--- config.mk ---
export PLATFORM = sky130hd
export DESIGN_NAME = id_ex_stage_flat
export DESIGN_NICKNAME = d
export VERILOG_FILES = /design/src/rtl/pipe_pkg.sv /design/src/rtl/id_ex_stage_if.sv /design/src/rtl/id_ex_stage_alu_ctl_decode.sv /design/src/rtl/id_ex_stage.sv /design/src/flat_wrapper.sv
export SDC_FILE = /design/constraint.sdc
export NUM_CORES = 1
export LEC_CHECK = 0
export CAP_MARGIN = 20
export CELL_PAD_IN_SITES_DETAIL_PLACEMENT = 1
export CELL_PAD_IN_SITES_GLOBAL_PLACEMENT = 2
export CORE_UTILIZATION = 24
export DETAILED_ROUTE_END_ITERATION = 12
export HOLD_SLACK_MARGIN = 0.08
export PLACE_DENSITY_LB_ADDON = 0.1
export SETUP_SLACK_MARGIN = 0.5
export SYNTH_ARGS = -nofsm -noshare
export SYNTH_HDL_FRONTEND = slang
export SYNTH_SLANG_ARGS = --single-unit
--- constraint.sdc ---
create_clock -name clk -period 5.4 [get_ports clk]
set_input_delay 1.08 -clock clk [delete_from_list [all_inputs] [get_ports clk]]
set_output_delay 1.08 -clock clk [all_outputs]
set_load 0.005 [all_outputs]
--- src/rtl/pipe_pkg.sv ---
// pipe_pkg
// Shared definitions for the 5-stage MIPS pipeline:
//   - opcode / funct field values recognised by the decoder
//   - 3-bit ALU control encodings consumed by the EX-stage ALU
//   - dec_t : decoded control bundle produced by alu_ctl_decode
//   - fwd_e : operand forwarding source selector
package pipe_pkg;

  localparam logic [5:0] OP_RTYPE = 6'b000000;
  localparam logic [5:0] OP_LW    = 6'b100011;
  localparam logic [5:0] OP_SW    = 6'b101011;
  localparam logic [5:0] OP_BEQ   = 6'b000100;
  localparam logic [5:0] OP_ADDI  = 6'b001000;

  localparam logic [5:0] F_ADD = 6'b100000;
  localparam logic [5:0] F_SUB = 6'b100010;
  localparam logic [5:0] F_AND = 6'b100100;
  localparam logic [5:0] F_OR  = 6'b100101;
  localparam logic [5:0] F_SLT = 6'b101010;
  localparam logic [5:0] F_SRL = 6'b000010;

  localparam logic [2:0] CTL_AND = 3'b000;
  localparam logic [2:0] CTL_OR  = 3'b001;
  localparam logic [2:0] CTL_ADD = 3'b010;
  localparam logic [2:0] CTL_SLT = 3'b011;
  localparam logic [2:0] CTL_SUB = 3'b110;
  localparam logic [2:0] CTL_SRL = 3'b111;

  typedef struct packed {
    logic [2:0] ctl;
    logic       regWrite;
    logic       memRead;
    logic       memWrite;
    logic       branch;
    logic       useImm;
    logic       regDst;   // 1: destination is rd (R-type), 0: rt
  } dec_t;

  typedef enum logic [1:0] {
    FWD_NONE = 2'd0,
    FWD_MEM  = 2'd1,
    FWD_WB   = 2'd2
  } fwd_e;

endpackage

--- src/rtl/id_ex_stage_if.sv ---
// id_ex_stage_if
// Bundles every non-clock/reset signal of the ID/EX stage.
//   master : the surrounding pipeline (drives ID fields, stall/flush,
//            EX/MEM and MEM/WB forwarding info; receives EX outputs)
//   slave  : the id_ex_stage register itself
interface id_ex_stage_if #(
  parameter int XLEN    = 32,
  parameter int REGADDR = 5
);
  logic               Stall;
  logic               Flush;
  logic               IdValid;
  logic [5:0]         IdOpcode;
  logic [5:0]         IdFunct;
  logic [4:0]         IdShamt;
  logic [REGADDR-1:0] IdRs;
  logic [REGADDR-1:0] IdRt;
  logic [REGADDR-1:0] IdRd;
  logic [XLEN-1:0]    IdRsData;
  logic [XLEN-1:0]    IdRtData;
  logic [15:0]        IdImm;
  logic               MemRegWrite;
  logic [REGADDR-1:0] MemRd;
  logic [XLEN-1:0]    MemData;
  logic               WbRegWrite;
  logic [REGADDR-1:0] WbRd;
  logic [XLEN-1:0]    WbData;

  logic               HazardStall;
  logic               ExValid;
  logic [2:0]         Ctl;
  logic [4:0]         Shamt;
  logic [XLEN-1:0]    DataA;
  logic [XLEN-1:0]    DataB;
  logic [XLEN-1:0]    ExStoreData;
  logic               ExRegWrite;
  logic               ExMemRead;
  logic               ExMemWrite;
  logic               ExBranch;
  logic [REGADDR-1:0] ExWriteReg;

  modport master (
    output Stall, Flush, IdValid, IdOpcode, IdFunct, IdShamt, IdRs, IdRt, IdRd,
           IdRsData, IdRtData, IdImm, MemRegWrite, MemRd, MemData,
           WbRegWrite, WbRd, WbData,
    input  HazardStall, ExValid, Ctl, Shamt, DataA, DataB, ExStoreData,
           ExRegWrite, ExMemRead, ExMemWrite, ExBranch, ExWriteReg
  );

  modport slave (
    input  Stall, Flush, IdValid, IdOpcode, IdFunct, IdShamt, IdRs, IdRt, IdRd,
           IdRsData, IdRtData, IdImm, MemRegWrite, MemRd, MemData,
           WbRegWrite, WbRd, WbData,
    output HazardStall, ExValid, Ctl, Shamt, DataA, DataB, ExStoreData,
           ExRegWrite, ExMemRead, ExMemWrite, ExBranch, ExWriteReg
  );

endinterface

--- src/rtl/id_ex_stage_alu_ctl_decode.sv ---
// alu_ctl_decode
// Purely combinational opcode/funct decoder for the ID/EX stage.
//   i_opcode : instr[31:26]
//   i_funct  : instr[5:0]
//   o_dec    : ALU control code plus RegWrite/MemRead/MemWrite/Branch/
//              UseImm/RegDst
// Anything not recognised decodes as ADD with every control bit clear,
// so it flows through the pipe as a harmless nop.
module alu_ctl_decode
  import pipe_pkg::*;
(
  input  logic [5:0] i_opcode,
  input  logic [5:0] i_funct,
  output dec_t       o_dec
);

  always_comb begin
    o_dec        = '0;
    o_dec.ctl    = CTL_ADD;
    o_dec.regDst = (i_opcode == OP_RTYPE);
    case (i_opcode)
      OP_RTYPE: begin
        o_dec.regWrite = 1'b1;
        case (i_funct)
          F_ADD:   o_dec.ctl = CTL_ADD;
          F_SUB:   o_dec.ctl = CTL_SUB;
          F_AND:   o_dec.ctl = CTL_AND;
          F_OR:    o_dec.ctl = CTL_OR;
          F_SLT:   o_dec.ctl = CTL_SLT;
          F_SRL:   o_dec.ctl = CTL_SRL;
          default: o_dec.regWrite = 1'b0;
        endcase
      end
      OP_ADDI: begin
        o_dec.regWrite = 1'b1;
        o_dec.useImm   = 1'b1;
      end
      OP_LW: begin
        o_dec.regWrite = 1'b1;
        o_dec.memRead  = 1'b1;
        o_dec.useImm   = 1'b1;
      end
      OP_SW: begin
        o_dec.memWrite = 1'b1;
        o_dec.useImm   = 1'b1;
      end
      OP_BEQ: begin
        o_dec.ctl    = CTL_SUB;
        o_dec.branch = 1'b1;
      end
      default: ;
    endcase
  end

endmodule

--- src/rtl/id_ex_stage.sv ---
// id_ex_stage
// ID/EX pipeline register sitting directly in front of the EX-stage ALU.
//   clk  : rising-edge clock
//   rst  : asynchronous, active-high reset
//   bus  : id_ex_stage_if.slave -- ID fields, Stall/Flush, EX/MEM and MEM/WB
//          forwarding info in; HazardStall, forwarded ALU operands and
//          registered EX control out
// Update priority at each edge: Flush (bubble) > Stall (hold) >
// load-use hazard (bubble) > load the ID instruction.
module id_ex_stage
  import pipe_pkg::*;
#(
  parameter int XLEN    = 32,
  parameter int REGADDR = 5
) (
  input logic          clk,
  input logic          rst,
  id_ex_stage_if.slave bus
);

  logic               r_valid;
  logic [2:0]         r_ctl;
  logic [4:0]         r_shamt;
  logic [REGADDR-1:0] r_rs;
  logic [REGADDR-1:0] r_rt;
  logic [XLEN-1:0]    r_rsData;
  logic [XLEN-1:0]    r_rtData;
  logic [XLEN-1:0]    r_imm;
  logic               r_regWrite;
  logic               r_memRead;
  logic               r_memWrite;
  logic               r_branch;
  logic               r_useImm;
  logic [REGADDR-1:0] r_writeReg;

  dec_t               w_dec;
  logic [REGADDR-1:0] w_writeReg;
  logic               w_hazard;
  fwd_e               w_fwdA;
  fwd_e               w_fwdB;
  logic [XLEN-1:0]    w_opA;
  logic [XLEN-1:0]    w_opB;

  alu_ctl_decode u_dec (
    .i_opcode (bus.IdOpcode),
    .i_funct  (bus.IdFunct),
    .o_dec    (w_dec)
  );

  assign w_writeReg = w_dec.regDst ? bus.IdRd : bus.IdRt;

  // A load in EX whose result is needed by the instruction in ID cannot be
  // forwarded in time; hold IF/ID for one cycle while a bubble goes in.
  assign w_hazard = !rst && r_valid && r_memRead && (r_writeReg != '0) &&
                    bus.IdValid &&
                    ((bus.IdRs == r_writeReg) || (bus.IdRt == r_writeReg));

  // Control bits are qualified with IdValid so an empty ID slot never
  // produces side effects; writes to $0 are dropped here once.
  always_ff @(posedge clk or posedge rst) begin
    if (rst) begin
      r_valid    <= 1'b0;
      r_ctl      <= '0;
      r_shamt    <= '0;
      r_rs       <= '0;
      r_rt       <= '0;
      r_rsData   <= '0;
      r_rtData   <= '0;
      r_imm      <= '0;
      r_regWrite <= 1'b0;
      r_memRead  <= 1'b0;
      r_memWrite <= 1'b0;
      r_branch   <= 1'b0;
      r_useImm   <= 1'b0;
      r_writeReg <= '0;
    end else if (bus.Flush || (!bus.Stall && w_hazard)) begin
      r_valid    <= 1'b0;
      r_regWrite <= 1'b0;
      r_memRead  <= 1'b0;
      r_memWrite <= 1'b0;
      r_branch   <= 1'b0;
    end else if (!bus.Stall) begin
      r_valid    <= bus.IdValid;
      r_ctl      <= w_dec.ctl;
      r_shamt    <= bus.IdShamt;
      r_rs       <= bus.IdRs;
      r_rt       <= bus.IdRt;
      r_rsData   <= bus.IdRsData;
      r_rtData   <= bus.IdRtData;
      r_imm      <= {{(XLEN-16){bus.IdImm[15]}}, bus.IdImm};
      r_regWrite <= bus.IdValid && w_dec.regWrite && (w_writeReg != '0);
      r_memRead  <= bus.IdValid && w_dec.memRead;
      r_memWrite <= bus.IdValid && w_dec.memWrite;
      r_branch   <= bus.IdValid && w_dec.branch;
      r_useImm   <= w_dec.useImm;
      r_writeReg <= w_writeReg;
    end
  end

  // Source selection: the younger EX/MEM result beats MEM/WB; $0 is never
  // forwarded, and a bubble in EX uses no forwarding at all.
  always_comb begin
    w_fwdA = FWD_NONE;
    w_fwdB = FWD_NONE;
    if (r_valid) begin
      if (bus.MemRegWrite && (bus.MemRd != '0) && (bus.MemRd == r_rs))
        w_fwdA = FWD_MEM;
      else if (bus.WbRegWrite && (bus.WbRd != '0) && (bus.WbRd == r_rs))
        w_fwdA = FWD_WB;
      if (bus.MemRegWrite && (bus.MemRd != '0) && (bus.MemRd == r_rt))
        w_fwdB = FWD_MEM;
      else if (bus.WbRegWrite && (bus.WbRd != '0) && (bus.WbRd == r_rt))
        w_fwdB = FWD_WB;
    end
  end

  always_comb begin
    case (w_fwdA)
      FWD_MEM: w_opA = bus.MemData;
      FWD_WB:  w_opA = bus.WbData;
      default: w_opA = r_rsData;
    endcase
    case (w_fwdB)
      FWD_MEM: w_opB = bus.MemData;
      FWD_WB:  w_opB = bus.WbData;
      default: w_opB = r_rtData;
    endcase
  end

  assign bus.HazardStall = w_hazard;
  assign bus.ExValid     = r_valid;
  assign bus.Ctl         = r_ctl;
  assign bus.Shamt       = r_shamt;
  assign bus.DataA       = w_opA;
  assign bus.DataB       = r_useImm ? r_imm : w_opB;
  assign bus.ExStoreData = w_opB;
  assign bus.ExRegWrite  = r_regWrite;
  assign bus.ExMemRead   = r_memRead;
  assign bus.ExMemWrite  = r_memWrite;
  assign bus.ExBranch    = r_branch;
  assign bus.ExWriteReg  = r_writeReg;

endmodule

--- src/flat_wrapper.sv ---
// flat-port wrapper written by rule: the top's interface ports become plain ports
module id_ex_stage_flat import pipe_pkg::*;
#(
  parameter int XLEN    = 32,
  parameter int REGADDR = 5
)
  (clk, rst, bus_Stall, bus_Flush, bus_IdValid, bus_IdOpcode, bus_IdFunct, bus_IdShamt, bus_IdRs, bus_IdRt, bus_IdRd, bus_IdRsData, bus_IdRtData, bus_IdImm, bus_MemRegWrite, bus_MemRd, bus_MemData, bus_WbRegWrite, bus_WbRd, bus_WbData, bus_HazardStall, bus_ExValid, bus_Ctl, bus_Shamt, bus_DataA, bus_DataB, bus_ExStoreData, bus_ExRegWrite, bus_ExMemRead, bus_ExMemWrite, bus_ExBranch, bus_ExWriteReg);
  id_ex_stage_if #(.XLEN(XLEN), .REGADDR(REGADDR)) bus_i ();
  input logic clk;
  input logic rst;
  input wire logic [$bits(bus_i.Stall)-1:0] bus_Stall;
  input wire logic [$bits(bus_i.Flush)-1:0] bus_Flush;
  input wire logic [$bits(bus_i.IdValid)-1:0] bus_IdValid;
  input wire logic [$bits(bus_i.IdOpcode)-1:0] bus_IdOpcode;
  input wire logic [$bits(bus_i.IdFunct)-1:0] bus_IdFunct;
  input wire logic [$bits(bus_i.IdShamt)-1:0] bus_IdShamt;
  input wire logic [$bits(bus_i.IdRs)-1:0] bus_IdRs;
  input wire logic [$bits(bus_i.IdRt)-1:0] bus_IdRt;
  input wire logic [$bits(bus_i.IdRd)-1:0] bus_IdRd;
  input wire logic [$bits(bus_i.IdRsData)-1:0] bus_IdRsData;
  input wire logic [$bits(bus_i.IdRtData)-1:0] bus_IdRtData;
  input wire logic [$bits(bus_i.IdImm)-1:0] bus_IdImm;
  input wire logic [$bits(bus_i.MemRegWrite)-1:0] bus_MemRegWrite;
  input wire logic [$bits(bus_i.MemRd)-1:0] bus_MemRd;
  input wire logic [$bits(bus_i.MemData)-1:0] bus_MemData;
  input wire logic [$bits(bus_i.WbRegWrite)-1:0] bus_WbRegWrite;
  input wire logic [$bits(bus_i.WbRd)-1:0] bus_WbRd;
  input wire logic [$bits(bus_i.WbData)-1:0] bus_WbData;
  output wire logic [$bits(bus_i.HazardStall)-1:0] bus_HazardStall;
  output wire logic [$bits(bus_i.ExValid)-1:0] bus_ExValid;
  output wire logic [$bits(bus_i.Ctl)-1:0] bus_Ctl;
  output wire logic [$bits(bus_i.Shamt)-1:0] bus_Shamt;
  output wire logic [$bits(bus_i.DataA)-1:0] bus_DataA;
  output wire logic [$bits(bus_i.DataB)-1:0] bus_DataB;
  output wire logic [$bits(bus_i.ExStoreData)-1:0] bus_ExStoreData;
  output wire logic [$bits(bus_i.ExRegWrite)-1:0] bus_ExRegWrite;
  output wire logic [$bits(bus_i.ExMemRead)-1:0] bus_ExMemRead;
  output wire logic [$bits(bus_i.ExMemWrite)-1:0] bus_ExMemWrite;
  output wire logic [$bits(bus_i.ExBranch)-1:0] bus_ExBranch;
  output wire logic [$bits(bus_i.ExWriteReg)-1:0] bus_ExWriteReg;
  assign bus_i.Stall = bus_Stall;
  assign bus_i.Flush = bus_Flush;
  assign bus_i.IdValid = bus_IdValid;
  assign bus_i.IdOpcode = bus_IdOpcode;
  assign bus_i.IdFunct = bus_IdFunct;
  assign bus_i.IdShamt = bus_IdShamt;
  assign bus_i.IdRs = bus_IdRs;
  assign bus_i.IdRt = bus_IdRt;
  assign bus_i.IdRd = bus_IdRd;
  assign bus_i.IdRsData = bus_IdRsData;
  assign bus_i.IdRtData = bus_IdRtData;
  assign bus_i.IdImm = bus_IdImm;
  assign bus_i.MemRegWrite = bus_MemRegWrite;
  assign bus_i.MemRd = bus_MemRd;
  assign bus_i.MemData = bus_MemData;
  assign bus_i.WbRegWrite = bus_WbRegWrite;
  assign bus_i.WbRd = bus_WbRd;
  assign bus_i.WbData = bus_WbData;
  assign bus_HazardStall = bus_i.HazardStall;
  assign bus_ExValid = bus_i.ExValid;
  assign bus_Ctl = bus_i.Ctl;
  assign bus_Shamt = bus_i.Shamt;
  assign bus_DataA = bus_i.DataA;
  assign bus_DataB = bus_i.DataB;
  assign bus_ExStoreData = bus_i.ExStoreData;
  assign bus_ExRegWrite = bus_i.ExRegWrite;
  assign bus_ExMemRead = bus_i.ExMemRead;
  assign bus_ExMemWrite = bus_i.ExMemWrite;
  assign bus_ExBranch = bus_i.ExBranch;
  assign bus_ExWriteReg = bus_i.ExWriteReg;
  id_ex_stage #(.XLEN(XLEN), .REGADDR(REGADDR)) u_core (.clk(clk), .rst(rst), .bus(bus_i));
endmodule
==> results.md <==
- Antenna violations before repair: 3
- Mapped cell area: 0.006620 mm2
- Die Ht: 168.1 um
- Startpoint types: input pin
- Residual DRC count: 0
- DRT Pass-1 Iters: 4
- Via density: 5.071
- Number of nets in the layout: 1133
- RSZ-0062 raised after global routing: true
- Synth Net Count: 839
- CTS Hold Bufs: 0
- Post-route minimum period: 4822 ps
- Worst setup margin: 578.4 ps
- Die Footprint: 0.02825 mm2
- Netlist cell types: 44
- Global route overflow: 0
- DRT Wirelength: 29.09 mm
- Sequential fraction of the synthesis area: 0.4120
- Crit path max fanout: 20
- Pin count of the biggest net entering global routing: 74
- Pwr/cell area: 241.2 mW/mm2
- Synthesized instance count: 646
- Status: completed
- Clock tree from TritonCTS: yes
- Max VDD drop: 0.1360 mV
- F_max: 207.4 MHz
- Leak Pwr: 4.157 nW
- Worst Path Arrival: 3740 ps
- EDFF count, synth: 0
- Final hold violations: 0
- Max-slew violations: 0
- Core Area: 0.02703 mm2
- Clock buffer depth: 2
- Num ports: 308
- CTS H-tree lvls: 3
- Tot GR Track Use: 0.2044
- Final instance area: 0.01070 mm2
- Area growth, synth to finish: 61.69%
- Rel. slew slack: 0.3089
- Clk sinks: 109
- Final setup fails: 0
- Largest cells by area after synthesis: dfrtp_1, mux2_2, a221o_1
- WHS: 497.4 ps
- Period utilisation layout: 0.8929
- Root buffer cell: clkbuf_16
- Crit. End Element: primary output
- Commonest cells in the synthesized netlist: dfrtp_1, mux2_2, nand3_1, nand2_1, and2_1
- Reg clk slew, reported paths: 80 ps
- Clock Skews: 10.66 ps
- CTS Buf Count: 9
- Hold Path Class: flip-flop to flip-flop
- Post-synth ARST share: 1.000
- Routed wire per std cell: 22.57 um
- Placed inst area: 0.01005 mm2
- Leading area contributor after synthesis: dfrtp_1
- Final ANT Viol Nets: 0
- Yosys warning total: 0
- Register bit total from synthesis: 109
- Top cell type's share of synthesized area: 0.4120
- First-pass GRT wire length: 43.95 mm
- CP Data Required Time: 4320 ps
- Worst skew pair latency: 350 ps
- Worst-Margin Slew: 1037 ps
- Pre-CTS setup slack: 41.49 ps
- Max-Cap Viols: 0
- Setup CP Type: input pin to primary output
- Detailed Place HPWL: 21.35 mm
- Mean Syn Cell Area: 10.25 um2
- Cell Rows: 60
- Most instantiated library cell after synthesis: dfrtp_1
- Commonest register cell after synthesis: dfrtp_1
- Layout cells sized above 1: 0.1788
- Vias in the first global route: 7252
- Die Wd: 168.1 um
- Port Buf Inserts: 307
- GP Congestion: 0.8207
- Setup Total Neg Slack: 0 ps
- DR iter-0 viols: 266
- Starting Density: 0.2450
- DR vias: 6537
[path summary, 6_finish.rpt]
check,depth (start not counted),start,end,slack [ps]
min in group asynchronous,3,rst,u_core.bus.ExMemWrite,1250
max in group asynchronous,4,rst,u_core.r_useImm,2710
worst min register to register,2,u_core.bus.ExMemWrite,u_core.bus.ExMemWrite,500
worst max register to register,6,u_core.bus.ExWriteReg[2],u_core.r_rtData[19],2790
worst max-delay path,8,bus_MemRd[1],bus_DataB[7],580
worst min-delay path,2,u_core.bus.ExMemWrite,u_core.bus.ExMemWrite,500
[report_power, final]
group	internal (mW)	switching (mW)
logic	0.540	0.308
registers	0.927	0.0870
clock network	0.391	0.328
[sequential cells by signal, summed over array words and instances, names as in the netlist]
register               cells
u_core.r_imm              16
u_core.bus.ExMemRead       1
u_core.bus.ExValid         1
u_core.r_rsData           32
u_core.bus.ExWriteReg      5
u_core.bus.ExRegWrite      1
u_core.r_useImm            1
u_core.bus.ExBranch        1
u_core.r_rtData           32
u_core.r_rt                5
u_core.bus.ExMemWrite      1
u_core.bus.Shamt           5
u_core.r_rs                5
u_core.bus.Ctl             3
[cell usage in the layout (no fill, tap or decap), drive strengths merged, types with 2 or more instances in the layout]
cell,Yosys,routed
nand2b,2,2
and3,4,4
a31oi,17,17
a32oi,12,12
nor3,10,10
nand2,40,40
clkdlybuf4s50,0,296
nand4,3,3
nor2b,4,4
and4,3,3
nor2,15,16
o211ai,30,30
a21oi,30,30
diode,0,3
xor2,17,17
and2,33,33
o21ba,1,2
clkbuf,18,11
o32ai,4,4
xnor2,13,13
mux2,109,109
o21ai,6,6
o31ai,5,5
inv,13,14
a221o,32,32
dlymetal6s2s,0,11
nand3,63,63
dfrtp,109,109
clkinv,0,2
buf,32,24
or3,3,3
a211oi,6,6
or4,5,5
[metal layers]
layer / track usage / up-vias / routed length [um]
met4: 0.05929 / 0 / 428
met3: 0.02492 / 23 / 1146
met5: 0 / - / 0
met1: 0.2553 / 3306 / 12580
li1: - / 3021 / -
met2: 0.3678 / 187 / 14940
[worst max-delay path, stage by stage]
cell	delay (ps)
clkdlybuf4s50_1	500
or4_4	560
o21a_4	240
and3_4	230
buf_12	180
o32ai_4	360
o31ai_2	100
clkdlybuf4s50_1	480
[cells by family (layout without fill, tap and decap cells)]
family | count (synthesis) | in the layout | share of synthesized area
and+or+nand+nor | 190 | 191 | 0.1508
DFF | 109 | 109 | 0.4120
AOI/OAI and AO/OA | 145 | 146 | 0.1658
xor gates and xnor gates | 30 | 30 | 0.03969
buffers and inverters | 63 | 360 | 0.04630
muxes | 109 | 109 | 0.1854
other | 0 | 3 | 0
[metrics by stage]
stage               power, mW  std cells    util
floorplan               1.338        646       -
global placement        1.861       1257  0.3717
detailed placement      1.881       1258  0.3719
CTS                     2.626       1285  0.3942
global route            2.720       1288  0.3960
finish                  2.582       1289  0.3961
[area by class of cell]
type / instances / area, um2
Clock inverter: 5 / 65.06
Tap cell: 341 / 426.7
Fill cell: 2990 / 16320
Multi-Input combinational cell: 476 / 3720
Antenna cell: 3 / 7.507
Inverter: 13 / 52.55
Clock buffer: 11 / 252.7
Sequential cell: 109 / 2729
Timing Repair Buffer: 331 / 3451
[repair_timing]
| action | 4_1_cts | 5_1_grt |
|---|---|---|
| pin swaps | 6 | 11 |
| endpoints found under the setup margin | 82 | 69 |
| setup buffers | 9 | 1 |
| cloned | 2 | 0 |
| resized for setup | 17 | 13 |
Note: power is estimated with default switching activity, not from simulation.
